### src/rtl/mul_bcd_seq.sv
// Sequential 4x4 unsigned shift-add multiplier followed by an 8-step
// double-dabble binary-to-BCD conversion. One operation takes 13 busy
// cycles (4 MUL, 8 BCD, 1 DONE); the product and digits are held until
// the next completion.
module mul_bcd_seq (
   input  logic       fclk,
   input  logic       clr,
   input  logic       start,
   input  logic [3:0] a,
   input  logic [3:0] b,
   output logic       busy,
   output logic       done,
   output logic [7:0] product,
   output logic [3:0] ones,
   output logic [3:0] tens,
   output logic [3:0] hundreds
);

   localparam logic [1:0] StIdle = 2'd0;
   localparam logic [1:0] StMul  = 2'd1;
   localparam logic [1:0] StBcd  = 2'd2;
   localparam logic [1:0] StDone = 2'd3;

   logic [1:0]  state;
   logic [3:0]  mcand;
   logic [3:0]  mplier;
   logic [7:0]  acc;
   logic [2:0]  step;
   logic [7:0]  shift;
   logic [11:0] bcd;

   logic [7:0]  acc_next;
   logic [11:0] bcd_adj;
   logic [11:0] bcd_next;
   logic [7:0]  shift_next;

   // Accumulator after this MUL step, so the final partial product is
   // included when the value is handed to the BCD stage.
   always_comb begin
      acc_next = acc;
      if (mplier[0]) begin
         acc_next = acc + ({4'b0000, mcand} << step);
      end
   end

   // One double-dabble step: correct nibbles >= 5, then shift left by one.
   always_comb begin
      bcd_adj = bcd;
      for (int i = 0; i < 3; i++) begin
         if (bcd[4*i +: 4] >= 4'd5) begin
            bcd_adj[4*i +: 4] = bcd[4*i +: 4] + 4'd3;
         end
      end
      {bcd_next, shift_next} = {bcd_adj[10:0], shift, 1'b0};
   end

   // Status decoded straight from the state register.
   always_comb begin
      busy = (state != StIdle);
      done = (state == StDone);
   end

   // Control FSM and datapath registers.
   always_ff @(posedge fclk or posedge clr) begin
      if (clr) begin
         state    <= StIdle;
         mcand    <= 4'd0;
         mplier   <= 4'd0;
         acc      <= 8'd0;
         step     <= 3'd0;
         shift    <= 8'd0;
         bcd      <= 12'd0;
         product  <= 8'd0;
         ones     <= 4'd0;
         tens     <= 4'd0;
         hundreds <= 4'd0;
      end else begin
         case (state)
            StIdle: begin
               if (start) begin
                  mcand  <= a;
                  mplier <= b;
                  acc    <= 8'd0;
                  step   <= 3'd0;
                  state  <= StMul;
               end
            end
            StMul: begin
               acc    <= acc_next;
               mplier <= mplier >> 1;
               step   <= step + 3'd1;
               if (step == 3'd3) begin
                  shift <= acc_next;
                  bcd   <= 12'd0;
                  step  <= 3'd0;
                  state <= StBcd;
               end
            end
            StBcd: begin
               bcd   <= bcd_next;
               shift <= shift_next;
               step  <= step + 3'd1;
               if (step == 3'd7) begin
                  product  <= acc;
                  hundreds <= bcd_next[11:8];
                  tens     <= bcd_next[7:4];
                  ones     <= bcd_next[3:0];
                  state    <= StDone;
               end
            end
            StDone: begin
               state <= StIdle;
            end
            default: begin
               state <= StIdle;
            end
         endcase
      end
   end

endmodule

### config.mk
export PLATFORM = sky130hd
export DESIGN_NAME = mul_bcd_seq
export DESIGN_NICKNAME = d
export VERILOG_FILES = /design/src/rtl/mul_bcd_seq.sv
export SDC_FILE = /design/constraint.sdc
export NUM_CORES = 1
export LEC_CHECK = 0
export CORE_MARGIN = 4
export CORE_UTILIZATION = 40
export CTS_CLUSTER_DIAMETER = 30
export DETAILED_ROUTE_END_ITERATION = 6
export PLACE_DENSITY = 0.68
export SLEW_MARGIN = 0
export SYNTH_ARGS = -nofsm -noshare
export SYNTH_HDL_FRONTEND = slang
export SYNTH_SLANG_ARGS = --single-unit
export TNS_END_PERCENT = 50
### constraint.sdc
create_clock -name fclk -period 4.4 [get_ports fclk]
set_clock_uncertainty 0.1 [all_clocks]
set_input_delay 0.44 -clock fclk [delete_from_list [all_inputs] [get_ports fclk]]
set_output_delay 0.44 -clock fclk [all_outputs]
set_load 0.005 [all_outputs]
# After elaboration in Yosys (flattened, before gate mapping)
# Cells that the tools add are included.
# classes
n_addsub	5
n_lt_le_gt_ge	3
n_eq_ne	8
shifts	1
mux	19
reduce_logical	11
# op_table
operator	n
$pmux W8 S2	2
$mux W8	3
$pmux W12 S2	1
$ge A4 B3 Y1 const B	3
$mux W12	1
$mux W4	3
$reduce_and A2 Y1	5
$mux W3	3
$pmux W3 S3	1
$add A4 B2 Y4 const B	2
$add A8 B8 Y8	1
$pmux W2 S4	1
$pmux W4 S2	1
$shl A4 B3 Y8	1
$mux W2	3
$ne A2 B2 Y1 const B	3
$reduce_bool A2 Y1	3
$eq A2 B2 Y1 const B	2
$add A3 B1 Y3 const B	1
$add A3 B2 Y3 const B	1
$eq A3 B2 Y1 const B	1
$eq A3 B3 Y1 const B	1
$reduce_and A3 Y1	1
$reduce_bool A3 Y1	1
other kinds (2)	2
# totals
regBits	61
in_bits	11
output_inout_bits	22
wordCells	58

# Depth between registers and ports, before layout
# depth
depth_word	5
ltp_mapped	11
ltp_nobuf	10

# Least setup slack after synthesis
# No wires, ideal clock.
# synth_path
path_kind	flip-flop to flip-flop
from	register step[0]
to	register acc[7]
setup_ns	0.118
arrival_ns	2.658
t_required_ns	4.182
slack_ns	1.524
stages_incl_launch_ff	10
n_path_buf	1
synth_period_minus_slack_ns	2.876
path_cell_list	dfrtp_1 > buf_4 > mux4_2 > and2_1 > ha_1 > o21a_2 > and3_4 > or4_4 > a41o_1 > a21o_1
# synth_between
elab_chain_len	4
# synth_rtl
item	line_no	text
start, declared	28	logic [2:0] step;
start signal, assigned	91	step <= step + 3'd1;
start signal, assigned	102	step <= step + 3'd1;
$shl A4 B3 Y8	42	acc_next = acc + ({4'b0000, mcand} << step);
$add A8 B8 Y8	42	
$mux W8	41	if (mplier[0]) begin
$pmux W8 S2	78	case (state)
end signal, assigned	89	acc <= acc_next;
end, declared	27	logic [7:0] acc;
# Every way passes these cells.
# A chain may end at the register's enable or synchronous reset.

# Worst setup path in the final report
# Ends and elaborated chain as after synthesis.

==> metrics.md <==
| Metric | Value |
|---|---|
| Later-pin clock latency in the skew report | 0.34 ns |
| First-pass GRT wire length | 12100 um |
| Leak | between 1.5 and 2 nW |
| CTS clk-pin slew, worst paths | 0.06 ns |
| Detailed Route WL | about 7000 um |
| # IOs | 33 |
| Final WS setup | 1.34 ns |
| Worst slack, placed | around 1.3 ns |
| Core ar. | ~8300 um2 |
| Crit path max-delay cell type | mux4_2 |
| WHS Path Cells | 2 |
| CP Class | reg2reg |
| Largest net degree at the start of global routing | 50 |
| Peak supply drop | slightly above 300 uV |
| Rel. slew slack | a little under a third |
| Vias | 2545 |
| PwrDens | approximately 600 nW/um2 |
| Critical path arrival | about 3.2 ns |
| Critical Path RT | ~4.5 ns |
| Syn_nets | approximately 370 |
| Post-CTS Setup Repair Bufs | 0 |
| Clock buffer depth | 2 |
| Worst-Margin Slew | 1.04 ns |
| Setup tns final | 0 ns |
| Synth async-reset ratio | 100% |
| Sequential area share after synthesis | between 40% and 50% |
| Vias in the first global route | roughly 2.5k |
| Final setup violation count | 0 |
| CP Launch Type | flip-flop |
| Post-DRT Antenna Nets | 0 |
| Layout Nets | 402 |
| Ys flop type | dfrtp_1 |
| Initial core utilization | between 40 and 50% |
| R2R Path End | acc[7] |
| Routability cong. | about 0.8 |
| Reg2reg setup slack | 1.34 ns |
| Post-cts hold buffer count | 0 |
| CTS root buf | clkbuf_8 |
| Average cell area after synthesis | just over 10 um2 |
| DRT Pass-1 Iters | 5 |
| DRC Markers | 0 |
| Die Wd | roughly 100 um |
| CTS tree | built |
| Die Area | approximately 10000 um2 |
| Cell Chain, Critical Path | mux4_2 > and2_1 > ha_1 > o21a_2 > and3_4 > or4_4 > a41o_1 > a21o_1 |
| CP Depth | 8 |
| 1st-iter DRT viols | ~130 |
| Worst path bufs/invs | 0 |
| Mapped cell area | 3400 um2 |
| Fin. max-slew vios | 0 |
| Mapped Cells | roughly 340 |
| Worst hold path class | reg2reg |
| Grt ovf | 0 |
| Cts bufs inserted | 9 |
| Delay-heaviest family, CP | simple AND/OR/NAND/NOR gates |
| Initial antenna violation count | 0 |
| Routed via count divided by cell count | around 5.3 |
| Hold worst-path end | shift[5] |
| Commonest non-fill, non-tap cell in the layout | dfrtp_1 |
| R2R depth | 8 |
| Synth-to-Final Area Change | 17.8% |
| Number of warning messages in the yosys log | 0 |
| CTS resizes | 0 |
| Post-DR wirelength/cell | about 15 um |
| Flops & latches, synth | between 60 and 70 |
| Crit Path Max Fanout | 9 |
| Share of cells above drive strength 1 | a little under an eighth |
| # diodes | 0 |
| Post-DP HPWL | 5090 um |
| Status | finished, final reports clean |
| Unrepaired setup endpoints after global routing | false |
| Crit path time final | roughly 3.1 ns |
| CP Capture Type | flip-flop |
| Post-synth EDFFs | 0 |
| Hold Fails Final Rpt | 0 |
| GRT Util Overall | roughly 15% |
| # clock sinks | between 60 and 70 |
| IO buf count | 32 |
| RR Startpoint | step[0] |
| Max-cap violations | 0 |
| Die Span Y | about 100 um |
| Commonest cells after routing, fill and taps aside | 61 x dfrtp_1, 42 x nand2_1, 32 x clkdlybuf4s50_1 |
| Max incr delay on CP | around 0.56 ns |
| Fmax | ~0.33 GHz |
| Hold path start | shift[5] |
| Synth unique cells | 50 |
| Rows | 33 |
| Clock H-tree levels | 3 |
| Final period utilization | 69.5% |
final cells by class:
type	count	area [um2]
flip-flops and latches	61	1530
repair buffers	35	343
clock inverters	4	47.5
well taps	105	131
clock buffers	12	145
multi-input cells	246	1760
inverters	15	56.3
fillers	802	4250
per-layer routing:
metal / vias to the layer above / GRT usage (%) / wire length, um
li1: 1274 / - / -
met1: 1198 / 19.4 / 3200
met4: 0 / 4.77 / 117
met5: - / 0 / 0
met3: 13 / 4.38 / 337
met2: 60 / 24.4 / 3310
per-stage QoR:
stage / total power, mW / area, um2 / cells / util (%) / hold slack (ns)
final: 2.41 / 4010 / 478 / 48.5 / 0.375
after global routing: 2.62 / 4010 / 478 / 48.5 / 0.406
after CTS: 2.44 / 4010 / 478 / 48.5 / 0.377
after detailed placement: 1.93 / 3810 / 462 / 46.2 / 0.364
after global placement: 1.90 / 3810 / 462 / 46.2 / 0.362
after floorplan: 1.67 / 3400 / 337 / - / 0.343
cell families after synthesis:
group | synth area share [%]
AO/OA/AOI/OAI | 18.7
flip-flops | 44.9
AND/OR/NAND/NOR | 11.6
buffers and inverters | 3.49
multiplexers | 11.1
adder cells (fa/ha/maj) | 8.68
XOR/XNOR | 1.54
where the power goes:
group          total (mW)  internal [mW]  switching (mW)
clock network       0.490          0.275           0.215
logic                1.09          0.467           0.624
registers           0.831          0.689           0.142
total                2.41           1.43           0.981
registers in the layout, summed over array words and instances (netlist names):
signal    flops
hundreds      4
shift         8
mplier        4
mcand         4
bcd          12
ones          4
acc           8
step          3
state         2
product       8
tens          4
worst register-to-register path: stages, from the launching register on:
cell	delay, ns
dfrtp_1	0.54
mux4_2	0.56
and2_1	0.17
ha_1	0.32
o21a_2	0.15
and3_4	0.17
or4_4	0.54
a41o_1	0.24
a21o_1	0.17
cells in the mapped netlist (all sizes together) (2+ instances only):
| cell | instances | area share, % |
|---|---|---|
| o31ai | 5 | 1.1 |
| o21bai | 2 | 0.44 |
| nand2b | 10 | 1.8 |
| nor3 | 4 | 0.59 |
| a21oi | 16 | 2.4 |
| o21a | 2 | 0.48 |
| and2 | 2 | 0.37 |
| mux2 | 21 | 6.9 |
| a22o | 7 | 1.8 |
| and3 | 4 | 0.88 |
| ha | 22 | 8.1 |
| nand3 | 2 | 0.29 |
| inv | 14 | 1.5 |
| o22ai | 8 | 1.5 |
| a32oi | 2 | 0.51 |
| nor2b | 2 | 0.37 |
| o211ai | 2 | 0.44 |
| xnor2 | 6 | 1.5 |
| a21o | 7 | 1.6 |
| dfrtp | 61 | 45 |
| a211oi | 4 | 0.88 |
| o21ai | 37 | 5.4 |
| nand2 | 42 | 4.6 |
| mux2i | 12 | 3.5 |
| buf | 3 | 0.51 |
| nor3b | 3 | 0.66 |
| clkbuf | 12 | 1.3 |
| nor2 | 10 | 1.1 |
worst max-delay path by stage:
stage                     startpoint      to  slack, ns
final                        step[0]  acc[7]       1.34
after global routing         step[0]  acc[7]       1.19
after CTS                    step[0]  acc[7]       1.34
after detailed placement     step[0]  acc[7]       1.34
after global placement       step[0]  acc[7]       1.39
after floorplan              step[0]  acc[7]       1.52
Power figures use the tool's default switching activity.
